<file path="config.mk">
export PLATFORM = sky130hd
export DESIGN_NAME = mc_ctrl_fsm
export DESIGN_NICKNAME = d
export VERILOG_FILES = /design/src/rtl/mc_ctrl_fsm.sv
export SDC_FILE = /design/constraint.sdc
export NUM_CORES = 1
export LEC_CHECK = 0
export CORE_ASPECT_RATIO = 1.25
export CORE_UTILIZATION = 40
export CTS_CLUSTER_SIZE = 20
export DETAILED_ROUTE_END_ITERATION = 10
export DONT_BUFFER_PORTS = 1
export PLACE_DENSITY = 0.6
export SETUP_SLACK_MARGIN = 0.2
export SLEW_MARGIN = 10
export SYNTH_ARGS = -nofsm -noshare
export SYNTH_HDL_FRONTEND = slang
export SYNTH_SLANG_ARGS = --single-unit
export TNS_END_PERCENT = 30
</file>
<file path="constraint.sdc">
create_clock -name clk -period 1.7 [get_ports clk]
set_input_delay 0.17 -clock clk [delete_from_list [all_inputs] [get_ports clk]]
set_output_delay 0.17 -clock clk [all_outputs]
set_load 0.005 [all_outputs]
</file>
<file path="src/rtl/mc_ctrl_fsm.sv">
// ============================================================================
//  mc_ctrl_fsm : multi-cycle FETCH/DECODE/EXEC/MEM/WB sequencer for RV32I.
//  Optional performance counters enabled by defining CTRL_PERF_CNT_EN.
//  Rev 1.0
// ============================================================================
`default_nettype none

module mc_ctrl_fsm #(
   parameter int MEM_TIMEOUT = 16,
   parameter int PERF_W      = 32
) (
   input  logic              clk,
   input  logic              reset,
   input  logic              halt,
   input  logic [6:0]        opcode,
   input  logic              br_taken,
   input  logic              imem_ready,
   input  logic              dmem_ready,
   output logic              imem_req,
   output logic              ir_wr,
   output logic              pc_wr,
   output logic              pc_sel,
   output logic              sel_A,
   output logic              sel_B,
   output logic              reg_wr,
   output logic              rd_en,
   output logic              wr_en,
   output logic [1:0]        wb_sel,
   output logic              halted,
   output logic              trap,
   output logic [1:0]        trap_cause,
   output logic [PERF_W-1:0] cycle_cnt,
   output logic [PERF_W-1:0] instret_cnt
);

   typedef enum logic [2:0] {
      S_FETCH  = 3'd0,
      S_DECODE = 3'd1,
      S_EXEC   = 3'd2,
      S_MEM    = 3'd3,
      S_WB     = 3'd4,
      S_TRAP   = 3'd5
   } state_e;

   localparam logic [6:0] OP_R     = 7'b0110011;
   localparam logic [6:0] OP_I     = 7'b0010011;
   localparam logic [6:0] OP_LD    = 7'b0000011;
   localparam logic [6:0] OP_ST    = 7'b0100011;
   localparam logic [6:0] OP_BR    = 7'b1100011;
   localparam logic [6:0] OP_JAL   = 7'b1101111;
   localparam logic [6:0] OP_JALR  = 7'b1100111;
   localparam logic [6:0] OP_LUI   = 7'b0110111;
   localparam logic [6:0] OP_AUIPC = 7'b0010111;

   localparam logic [7:0] TIMEOUT_LAST = 8'(MEM_TIMEOUT - 1);

   state_e     state_q, state_d;
   logic [6:0] opcode_q, opcode_d;
   logic [7:0] wait_q, wait_d;
   logic [1:0] cause_q, cause_d;
   logic       waiting;

   function automatic logic f_legal(input logic [6:0] op);
      case (op)
         OP_R, OP_I, OP_LD, OP_ST, OP_BR,
         OP_JAL, OP_JALR, OP_LUI, OP_AUIPC: f_legal = 1'b1;
         default:                           f_legal = 1'b0;
      endcase
   endfunction

   logic is_r, is_i, is_ld, is_st, is_br, is_jal, is_jalr, is_lui, is_auipc;
   assign is_r     = (opcode_q == OP_R);
   assign is_i     = (opcode_q == OP_I);
   assign is_ld    = (opcode_q == OP_LD);
   assign is_st    = (opcode_q == OP_ST);
   assign is_br    = (opcode_q == OP_BR);
   assign is_jal   = (opcode_q == OP_JAL);
   assign is_jalr  = (opcode_q == OP_JALR);
   assign is_lui   = (opcode_q == OP_LUI);
   assign is_auipc = (opcode_q == OP_AUIPC);

   // Selects decode only legal opcodes so the reset value (opcode_q=0) drives all zeros.
   assign sel_A  = is_r | is_i | is_ld | is_st | is_jalr;
   assign sel_B  = is_i | is_ld | is_st | is_jal | is_jalr | is_lui | is_auipc;
   assign wb_sel = (is_jal | is_jalr) ? 2'b00 :
                   is_ld              ? 2'b10 :
                   (is_r | is_i | is_st | is_br | is_lui | is_auipc) ? 2'b01 : 2'b00;

   assign trap       = (state_q == S_TRAP);
   assign trap_cause = cause_q;

   always_ff @(posedge clk or posedge reset) begin
      if (reset) begin
         state_q  <= S_FETCH;
         opcode_q <= '0;
         wait_q   <= '0;
         cause_q  <= '0;
      end else begin
         state_q  <= state_d;
         opcode_q <= opcode_d;
         wait_q   <= wait_d;
         cause_q  <= cause_d;
      end
   end

   always_comb begin
      state_d  = state_q;
      opcode_d = opcode_q;
      wait_d   = '0;
      cause_d  = cause_q;
      imem_req = 1'b0;
      ir_wr    = 1'b0;
      pc_wr    = 1'b0;
      pc_sel   = 1'b0;
      reg_wr   = 1'b0;
      rd_en    = 1'b0;
      wr_en    = 1'b0;
      halted   = 1'b0;
      waiting  = 1'b0;

      case (state_q)
         S_FETCH: begin
            // A nonzero wait count means a fetch is already in flight; halt no longer applies.
            if (halt && (wait_q == '0)) begin
               halted = 1'b1;
            end else begin
               imem_req = 1'b1;
               waiting  = ~imem_ready;
               if (imem_ready) begin
                  ir_wr   = 1'b1;
                  state_d = S_DECODE;
               end
            end
         end
         S_DECODE: begin
            opcode_d = opcode;
            if (f_legal(opcode)) begin
               state_d = S_EXEC;
            end else begin
               state_d = S_TRAP;
               cause_d = 2'b01;
            end
         end
         S_EXEC: begin
            if (is_br) begin
               pc_wr   = 1'b1;
               pc_sel  = br_taken;
               state_d = S_FETCH;
            end else if (is_ld || is_st) begin
               state_d = S_MEM;
            end else begin
               state_d = S_WB;
            end
         end
         S_MEM: begin
            rd_en   = is_ld;
            wr_en   = is_st;
            waiting = ~dmem_ready;
            if (dmem_ready) begin
               if (is_ld) begin
                  state_d = S_WB;
               end else begin
                  pc_wr   = 1'b1;
                  state_d = S_FETCH;
               end
            end
         end
         S_WB: begin
            reg_wr  = 1'b1;
            pc_wr   = 1'b1;
            pc_sel  = is_jal | is_jalr;
            state_d = S_FETCH;
         end
         S_TRAP: ;
         default: state_d = S_FETCH;
      endcase

      if (waiting) begin
         if (wait_q == TIMEOUT_LAST) begin
            state_d = S_TRAP;
            cause_d = (state_q == S_FETCH) ? 2'b10 : 2'b11;
         end else begin
            wait_d = wait_q + 8'd1;
         end
      end

      // Strobes drop as soon as reset rises, not at the next edge.
      if (reset) begin
         imem_req = 1'b0;
         ir_wr    = 1'b0;
         pc_wr    = 1'b0;
         pc_sel   = 1'b0;
         reg_wr   = 1'b0;
         rd_en    = 1'b0;
         wr_en    = 1'b0;
         halted   = 1'b0;
      end
   end

`ifdef CTRL_PERF_CNT_EN
   logic [PERF_W-1:0] cycle_q, instret_q;

   always_ff @(posedge clk or posedge reset) begin
      if (reset) begin
         cycle_q   <= '0;
         instret_q <= '0;
      end else begin
         if ((state_q != S_TRAP) && !halted)
            cycle_q <= cycle_q + 1'b1;
         if (pc_wr)
            instret_q <= instret_q + 1'b1;
      end
   end

   assign cycle_cnt   = cycle_q;
   assign instret_cnt = instret_q;
`else
   assign cycle_cnt   = '0;
   assign instret_cnt = '0;
`endif

endmodule

`default_nettype wire

</file>
==> out/qor.yml <==
critPathLaunch: "opcode_q[4]$_DFFE_PP0N_"
status: "complete, but fails checks"
wl_per_cell_um: 13.2
setup_viol: 2
ys_seq_area_frac: 0.285
fin_cells: 282
critPathTopFamily: "simple AND/OR/NAND/NOR gates"
max_freq_mhz: 578
start_kind: "flip-flop"
finalCritPeriodShare: 1.02
via_count: 1256
p_int_mw: 1.46
clk_pin_slew_worst_paths_ns: 0.08
yosysTopAreaCell: "dfrtp_1"
cts_root_buf: "clkbuf_8"
grt_pass1_vias: 1153
syn-cell-area_mm2: 0.00175
reg2reg_from: "state_q[0]$_DFF_PP0_"
maxCapViolations: 0
io_pins: 92
hpwl_um: 2630
p_comb_frac: 0.547
grt_pass1_wl_um: 5380
die_width_um: 61.2
reg2regPathDepth: 5
whs_ns: 0.0571
finalHoldViolCount: 0
placed_area_mm2: 0.00169
h-tree-depth: 1
coreArea_mm2: 0.00413
cpMaxStageDelayCell: "or4_1"
drt_pass1_iterations: 4
rows: 26
r2r_slack_ns: 0.05
multi_input_area_mm2: 0.00111
fillCellCount: 425
die_area_mm2: 0.00466
drc: 0
cp_cell_sequence: "buf_4 > nand3b_1 > or4_1 > nor2_1"
nets: 242
cts_tree: "built"
die_h_um: 76.0
place_congestion: 0.759
port_buffers: 0
yosysWarnings: 0
overflow: 0
regArea_um2: 503
drive_gt1_frac: 0.323
finalPower_mw: 2.35
switching_share: 0.377
slowest_delay_ns: 0.45
timing.final.ws_setup_ns: -0.0312
dp.cells: 263
min-delay-start: "opcode[2]"
power_density_mw_per_mm2: 1180
wirelength_um: 3730
start_util: 0.425
syn_inst: 198
fin_crit_ns: 1.73
hold_path_end: "opcode_q[2]$_DFFE_PP0N_"
cp.required_ns: 1.53
syn_to_final_growth_pct: 13.7
synthArstFlopShare: 1.00
skew_ns: 0.00148
num_antenna_cells: 0
numCtsBuffers: 3
postRouteAntennaNets: 0
rsz0062_at_grt: "yes"
synth-edff-count: 0
dpl_worst_slack_ns: 0.0893
synth_top_cell_area_share: 0.285
violations: "negative setup slack"
hp-class: "in2reg"
arrival_ns: 1.56
p_clk_frac: 0.156
ys_seq_elements: 20
final_cell_area_mm2: 0.00199
synth.area.top_cells: "dfrtp_1, buf_4, mux2_2"
crit_type: "reg2out"
path_buf_inv: 1
synth_top_flop_cell: "dfrtp_1"
antenna_found_initial: 0
critPathMaxFanout: 3
grt_usage: 0.151
yosysUniqueCellTypes: 46
p_seq_frac: 0.297
p_sw_mw: 0.884
cts_sinks: 20
initialDrtViolationCount: 24
slew_violations: 0
fin_setup_tns_ns: -0.0473
fin_util: 0.483
clock_latency_ns: 0.26
vias_per_cell: 4.45
r2r_end: "trap_cause[0]$_DFF_PP0_"
clock_path_buffers: 2
endpoint_kind: "output port"
grt_max_degree: 21
ir_worst_vdd_uv: 699
leakagePower_nw: 0.913
syn_area_per_cell_um2: 8.86
whs_path_depth: 1
==> routing by layer <==
layer / up-vias / share of wire / track usage
li1: 605 / - / -
met1: 613 / 0.38 / 0.178
met2: 36 / 0.56 / 0.264
met3: 2 / 0.051 / 0.0458
met4: 0 / 0.0046 / 0.0273
met5: - / 0 / 0
==> cells in the final DEF, fill, tap and decap left out, types with 4 or more instances in the layout <==
cell      Yosys  routed
and3_1        5       5
buf_4        64      24
clkbuf_8      0       4
conb_1        1      64
dfrtp_1      20      18
inv_1         6       6
mux2_2        6       6
nand2_1       6       6
nand3_1       6       4
nor2_1       16      10
nor2_2        2       6
==> registers in the layout, indices dropped and copies added, names as in the netlist <==
name and cells:
state_q 3, trap_cause 2, wait_q 8, opcode_q 7
==> power groups by stage <==
stage / clock [mW] / combinational, mW / sequential [mW]
floorplan: 0 / 0.737 / 0.696
detailed placement: 0 / 0.926 / 0.706
global placement: 0 / 0.918 / 0.702
finish: 0.366 / 1.28 / 0.697
CTS: 0.383 / 1.17 / 0.691
global route: 0.396 / 1.38 / 0.714
==> cells by family after synthesis <==
kind of cell	count (synthesis)	share of synthesized area
buf+inv	73	0.294
simple gates	65	0.223
compound gates	25	0.113
flops	20	0.285
xor+xnor	6	0.0300
mux	6	0.0385
fa+ha+maj	2	0.0143
other cells	1	0.00214
==> area by class of cell <==
cell class | instances | share of cell area
clock buffer | 4 | 0.0276
inverter | 6 | 0.0113
multi-input combinational | 168 | 0.557
sequential | 20 | 0.252
tap | 56 | 0.0351
timing repair buffer | 28 | 0.117
==> worst max-delay path by stage <==
stage	endpoint	slack, ns	depth (start not counted)
after detailed placement	state_q[2]$_DFF_PP0_	0.09	4
after global routing	ir_wr	-0.07	4
after CTS	ir_wr	-0.009	3
final	pc_sel	-0.03	4
after floorplan	state_q[2]$_DFF_PP0_	0.14	4
after global placement	state_q[2]$_DFF_PP0_	0.13	4
==> worst register-to-register path, cell delays in order (launching register included) <==
cell,delay [ns]
dfrtp_1,0.39
buf_4,0.13
or4_4,0.50
nor2_4,0.11
o21bai_4,0.06
a221o_1,0.34
==> cell usage after synthesis (2+ instances only) <==
cell        n
a2111oi_0   2
a211oi_1    3
a21oi_1     4
and2_1      3
and3_1      5
buf_4      64
clkbuf_1    2
dfrtp_1    20
ha_1        2
inv_1       6
mux2_2      6
nand2_1     6
nand2b_1    3
nand3_1     6
nand4_1     3
nor2_1     16
nor2_2      2
nor2b_1     5
o2111ai_1   2
o21ai_0     5
or2_2       2
or4_1       2
or4_4       2
xnor2_1     3
xor2_1      3
==> repair_timing <==
item | 4_1_cts | 5_1_grt
pin swaps | 7 | 7
endpoints found under the setup margin | 20 | 27
hold buffers | 1 | 0
gates resized for setup | 23 | 12
endpoints found under the hold margin | 20 | 0
buffers inserted | 10 | 4
cloned | 0 | 0
(Power assumes the default switching activity.)
